**src/rtl/control_unit.sv**
```systemverilog
// control_unit: multi-cycle instruction sequencer for the 16-bit Spartan CPU; decodes IR into
// register-file, PC, comparator, logic-unit and data-memory strobes.
module control_unit (
  input  logic        clk,
  input  logic        rst_n,
  input  logic [15:0] i_bus,
  input  logic [15:0] f_bus,
  input  logic        mem_ready,
  output logic        memory_read,
  output logic        memory_write,
  output logic        pc_increment,
  output logic        pc_load,
  output logic        cmp_load,
  output logic        cmp_compare,
  output logic        lu_passthrough,
  output logic        lu_add,
  output logic        lu_sub,
  output logic        lu_shr,
  output logic        lu_shl,
  output logic        lu_band,
  output logic        lu_bor,
  output logic        lu_bxor,
  output logic        lu_bnegate,
  output logic        reg1_read,
  output logic        reg2_read,
  output logic        reg3_write,
  output logic [3:0]  reg1_addr,
  output logic [3:0]  reg2_addr,
  output logic [3:0]  reg3_addr,
  output logic        halted
);
  localparam logic [2:0] FETCH = 3'd0, DECODE = 3'd1, EXEC = 3'd2, MEM = 3'd3, HALT = 3'd4;
  logic [2:0] state, state_nx;
  logic [15:0] ir;
  logic [3:0] op;
  logic dec, ex, mem, is_ld, is_st, is_cmp, is_alu, taken, jump, use_r1, use_r2;
  assign op = ir[15:12];
  assign reg1_addr = ir[11:8];
  assign reg2_addr = ir[7:4];
  assign reg3_addr = ir[3:0];
  assign dec = state == DECODE;
  assign ex = state == EXEC;
  assign mem = state == MEM;
  assign halted = state == HALT;
  assign is_ld = op == 4'hA;
  assign is_st = op == 4'hB;
  assign is_cmp = op == 4'hC;
  assign is_alu = op >= 4'd1 && op <= 4'd9;
  // An unknown flag must read as "not taken", so only an explicit 1 selects the jump.
  always_comb begin
    taken = 1'b0;
    if (f_bus[ir[7:4]]) taken = 1'b1;
  end
  assign jump = op == 4'hD || (op == 4'hE && taken);
  assign use_r1 = is_alu || is_st || is_cmp || op == 4'hD || op == 4'hE;
  assign use_r2 = (op >= 4'd2 && op <= 4'd8) || is_ld || is_st || (is_cmp && !ir[0]);
  always_comb
    state_nx = state == FETCH  ? DECODE :
               state == DECODE ? ((is_ld || is_st) ? MEM : op == 4'hF ? HALT : EXEC) :
               state == EXEC   ? FETCH :
               state == MEM    ? (mem_ready ? FETCH : MEM) : HALT;
  always_ff @(posedge clk or negedge rst_n)
    if (!rst_n) begin
      state <= FETCH;
      ir <= 16'h0000;
    end else begin
      state <= state_nx;
      if (state == FETCH) ir <= i_bus;
    end
  assign memory_read = mem && is_ld;
  assign memory_write = mem && is_st;
  assign reg1_read = ((dec || ex) && use_r1) || (mem && is_st);
  assign reg2_read = ((dec || ex) && use_r2) || mem;
  assign reg3_write = (ex && is_alu) || (mem && is_ld && mem_ready);
  assign pc_load = ex && jump;
  assign pc_increment = (ex && !jump) || (mem && mem_ready);
  assign cmp_compare = ex && is_cmp && !ir[0];
  assign cmp_load = ex && is_cmp && ir[0];
  // ST drives its store data through the passthrough path for the whole MEM wait.
  assign lu_passthrough = (ex && (op == 4'h1 || jump)) || (mem && is_st);
  assign lu_add = ex && op == 4'h2;
  assign lu_sub = ex && op == 4'h3;
  assign lu_shr = ex && op == 4'h4;
  assign lu_shl = ex && op == 4'h5;
  assign lu_band = ex && op == 4'h6;
  assign lu_bor = ex && op == 4'h7;
  assign lu_bxor = ex && op == 4'h8;
  assign lu_bnegate = ex && op == 4'h9;
endmodule

```
**config.mk**
```make
export PLATFORM = sky130hd
export DESIGN_NAME = control_unit
export DESIGN_NICKNAME = d
export VERILOG_FILES = /design/src/rtl/control_unit.sv
export SDC_FILE = /design/constraint.sdc
export NUM_CORES = 1
export LEC_CHECK = 0
export ABC_AREA = 1
export BUFFER_PORTS_ARGS = -buffer_cell sky130_fd_sc_hd__buf_2
export CAP_MARGIN = 20
export CORE_MARGIN = 4
export CORE_UTILIZATION = 51
export CTS_BUF_LIST = sky130_fd_sc_hd__clkbuf_4
export CTS_CLUSTER_DIAMETER = 150
export CTS_CLUSTER_SIZE = 12
export DETAILED_ROUTE_END_ITERATION = 8
export GPL_TIMING_DRIVEN = 0
export PLACE_DENSITY = 0.88
export SETUP_SLACK_MARGIN = 0.4
export SLEW_MARGIN = 0
export SYNTH_ARGS = -nofsm -noshare
export SYNTH_HDL_FRONTEND = slang
export SYNTH_SLANG_ARGS = --single-unit
export TNS_END_PERCENT = 5
```
**constraint.sdc**
```tcl
create_clock -name clk -period 2.8 [get_ports clk]
set_input_delay 0.56 -clock clk [delete_from_list [all_inputs] [get_ports clk]]
set_output_delay 0.56 -clock clk [all_outputs]
set_load 0.01 [all_outputs]
```
# [Yosys cells after proc, flatten, opt, wreduce, memory -nomap -nowiden]
# Index checks and enable logic that the tools add are counted.
[classes] n_eq_ne=19 n_lt_le_gt_ge=5 mux=10 reduce_logical=44
[op_table] operator="$eq 4x4->1 const B" count=8
[op_table] operator="$logic_and 1x1->1" count=25
[op_table] operator="$mux 3" count=6
[op_table] operator="$eq 4x3->1 const B" count=4
[op_table] operator="$logic_or 1x1->1" count=16
[op_table] operator="$eq 4x2->1 const B" count=2
[op_table] operator="$le 4x4->1 const B" count=2
[op_table] operator="$eq 3x2->1 const B" count=2
[op_table] operator="$lt 4x5->1 const B" count=1
[op_table] operator="$bmux 1 s4" count=1
[op_table] operator="$eq 4x1->1 const B" count=1
[op_table] operator="$ge 4x1->1 const B" count=1
[op_table] operator="$ge 4x2->1 const B" count=1
[op_table] operator="$eq 3x1->1 const B" count=1
[op_table] operator="$eq 3x3->1 const B" count=1
[op_table] operator="$logic_not 3->1" count=1
[op_table] operator="$logic_not 1->1" count=2
[op_table] operator="$mux 1" count=2
[op_table] operator="$mux 2" count=1
[word_totals] reg_bits=19

# [Depth between registers and ports, before layout]
[depth] word_depth=8 mapped_depth=12 ltp_nobuf=11

# [Worst setup path after synthesis]
# OpenSTA, ideal clock, no wires.
[synth_timing] kind="register -> output" from="register state[1]" to="output port reg3_write" stages_incl_launch_ff=9 required_ps=2240 t_arrival_ps=1175 path_slack_ps=1065 path_cell_list="dfrtp_1 -> inv_1 -> nor2_1 -> inv_2 -> nor2_4 -> inv_2 -> nor3_2 -> nand2_1 -> o21ai_1"
[synth_via] elab_chain_cells=4 elab_cells_between_ends=6
[synth_lines] item="start: declaration" line_no="33" text="logic [2:0] state, state_nx;"
[synth_lines] item="start signal: assignment" line_no="67" text="state <= state_nx;"
[synth_lines] item="$eq 3x2->1" line_no="43" text="assign mem = state == MEM;"
[synth_lines] item="$logic_and 1x1->1"
[synth_lines] item="net memory_read" line_no="9" text="output logic memory_read,"
[synth_lines] item="$logic_and 1x1->1" line_no="74" text="assign reg3_write = (ex && is_alu) || (mem && is_ld && mem_ready);"
[synth_lines] item="$logic_or 1x1->1" line_no="74"
[synth_lines] item="end: declaration" line_no="26" text="output logic reg3_write,"
# The timed path passes the listed nets, and every way through them passes these cells.

# [Worst setup path after layout]
[layout_timing] from="register ir[12]" to="output port reg1_read"
[layout_via] elab_chain_cells=8 elab_cells_between_ends=14
[layout_lines] item="start: declaration" line_no="34" text="logic [15:0] ir;"
[layout_lines] item="start signal: assignment" line_no="68" text="if (state == FETCH) ir <= i_bus;"
[layout_lines] item="$ge 4x1->1 / $le 4x4->1 (equally long branches)" line_no="48" text="assign is_alu = op >= 4'd1 && op <= 4'd9;"
[layout_lines] item="$logic_and 1x1->1" line_no="48"
[layout_lines] item="$logic_or 1x1->1 (4 in a row)" line_no="55" text="assign use_r1 = is_alu || is_st || is_cmp || op == 4'hD || op == 4'hE;"
[layout_lines] item="$logic_and 1x1->1" line_no="72" text="assign reg1_read = ((dec || ex) && use_r1) || (mem && is_st);"
[layout_lines] item="$logic_or 1x1->1 *" line_no="72"
[layout_lines] item="end: declaration" line_no="24" text="output logic reg1_read,"
# Mark *: on every way between the ends. The rest lies on a longest branch, timed or not.

==> summary.md <==
| Metric | Value |
|---|---|
| Gr usage total | `0.202` |
| Die Ht | `58.7 um` |
| Fin. Hold Viols | `0` |
| Die area | `between 3000 and 4000 um2` |
| First-pass GRT wire length | `around 5500 um` |
| Largest net degree at the start of global routing | `20` |
| Syn_nets | `239` |
| Placed instance count | `299` |
| TritonCTS clock tree | `done` |
| Pre-CTS setup slack | `0.834 ns` |
| Fraction of registers with async set/reset | `1.00` |
| Area leader, netlist | `dfrtp_1` |
| Worst skew pair latency | `0.30 ns` |
| Multi-input gate area | `approximately 580 um2` |
| Seq/Total Area, Yosys | `0.362` |
| Final min period | `around 2.2 ns` |
| WP data required | `between 2 and 2.5 ns` |
| Remaining antenna violation count | `0` |
| GP Congestion | `about 0.83` |
| Hold-fix buffers, CTS | `0` |
| Layout Cells excl Fill | `slightly above 300` |
| Core region area | `2450 um2` |
| Fillers | `between 200 and 250` |
| WS Path Type | `reg -> out` |
| Synth Area per Inst | `around 6.4 um2` |
| DRT Pass-1 Iters | `4` |
| CTS buffer count | `3` |
| Routed via count | `between 1,000 and 1,500` |
| MaxCap Viol Count | `0` |
| YS warnings | `0` |
| Synth Register Bits | `19` |
| Post-Syn Instances | `slightly above 200` |
| GRT overflow | `0` |
| Starting DRT DRC Count | `between 50 and 60` |
| Fin Setup TNS | `0 ns` |
| Vias in the first global route | `between 1,000 and 1,500` |
| Share of post-route cells with drive strength above 1 | `0.344` |
| Die width | `a little under 60 um` |
| Slew @ Worst Pin | `around 0.46 ns` |
| Top cell type's share of synthesized area | `0.362` |
| Syn Std Cell Area | `1310 um2` |
| Final Slew Violations | `0` |
| Critical path endpoint category | `output pin` |
| Clock skew | `0.00220 ns` |
| Main synth FF type | `dfrtp_1` |
| IR Drop Worst-Case VDD | `approximately 0.00072 V` |
| Clock Pin Slew Worst Setup and Hold Paths | `roughly 0.10 ns` |
| Wire per inst | `~10 um` |
| Synth area leaders | `dfrtp_1, nand2_1, inv_1` |
| Netlist cell types | `21` |
| Initial antenna violation count | `0` |
| Leakage dissipation | `around 1.1 nW` |
| Final wirelength | `between 3000 and 4000 um` |
| Power per cell area | `between 800 and 900 nW/um2` |
| Final setup viols | `0` |
| CP max FO | `6` |
| Commonest non-fill, non-tap cell in the layout | `nand2_1` |
| Standard-cell rows | `18` |
| Boundary pin count | `66` |
| Nets | `309` |
| Reg area | `475 um2` |
| Post-DP HPWL | `roughly 2600 um` |
| Initial Util | `0.535` |
| H-tree levels | `1` |
| Min-Delay Path Class | `in -> async` |
| Post-CTS setup buffers | `0` |
| Layout area overhead | `30.1%` |
| IO buf count | `65` |
| Cell Area, Placed | `between 1500 and 2000 um2` |
| CTS root buffer | `clkbuf_4` |
| Element type at the critical path start | `flip-flop` |
| WHS | `between 0.15 and 0.2 ns` |
| Non-Filler Cell Area, Final | `1710 um2` |
| Number of vias per cell | `between 4 and 5` |
| Drc violations | `0` |
| Fmax achieved | `roughly 450 MHz` |
| Max clock buf depth | `2` |
| Tot Pwr | `1.45 mW` |
| Status | `complete, no violations` |
| ANT cells | `0` |
| Highest-count cells in the layout ignoring fill and taps | `nand2_1, buf_2, inv_1` |
| Core Util, Final | `0.696` |
| RSZ-0062 raised after global routing | `true` |
| CP arrival | `around 1.7 ns` |
| CTS sink count | `19` |
| EDFF count, synth | `0` |
| Final Worst Setup Slack | `between 0.5 and 0.6 ns` |
| CTS resizes | `0` |
| Relative slew slack | `0.694` |
| Tcrit/Tclk final | `0.802` |
==> per-layer routing <==
layer	routed length, um	vias to the layer above	track usage	part of all wire
met5	0	-	0	0
li1	-	743	-	-
met4	53	0	0.0680	0.017
met2	1560	55	0.358	0.49
met1	1310	629	0.242	0.41
met3	250	7	0.0395	0.079
==> cell families after synthesis <==
group	count (synthesis)	synth area share
flip-flops	19	0.362
AND/OR/NAND/NOR	118	0.384
AO/OA/AOI/OAI	15	0.0610
buffers and inverters	52	0.193
==> state kept, by name (all words and copies together), names as in the netlist <==
name	cells
ir	16
state	3
==> synth_stat cells, types with 2 or more instances <==
master   instances
nand2_1         75
inv_1           32
dfrtp_1         19
nor2_1          17
nand3_1         14
buf_4           13
o21ai_0         10
inv_2            5
nor3_1           4
a21oi_1          2
nor2_4           2
nor3_2           2
==> final timing paths <==
kind / from / cells past startpoint / slack (ns) / to
worst max-delay path: ir[12] / 7 / 0.55 / reg1_read
worst min-delay path: rst_n / 1 / 0.17 / ir[11]
worst max register to register: state[0] / 3 / 1.42 / ir[15]
worst min register to register: ir[10] / 2 / 0.48 / ir[10]
max in group asynchronous: rst_n / 1 / 2.35 / ir[7]
min in group clk: i_bus[2] / 3 / 0.45 / ir[2]
==> final cells by class <==
class                   count  share of cell area
repair buffers             65               0.190
multi-input cells         133               0.342
inverters                  37              0.0828
well taps                  30              0.0220
plain buffers              15              0.0667
clock buffers               4              0.0176
flip-flops and latches     19               0.278
==> worst max-delay path, stage by stage (launching register included) <==
cell and delay (ns):
dfrtp_1 0.45, nor2_1 0.16, inv_1 0.10, o22ai_1 0.23
nand2_1 0.07, o21ai_0 0.15, o21ai_0 0.10, buf_2 0.14
==> report_power, final <==
part	internal (mW)	switching [mW]
combinational	0.349	0.448
clock	0.0652	0.0818
sequential	0.396	0.105
total	0.810	0.635
Note: power is estimated with default switching activity, not from simulation.
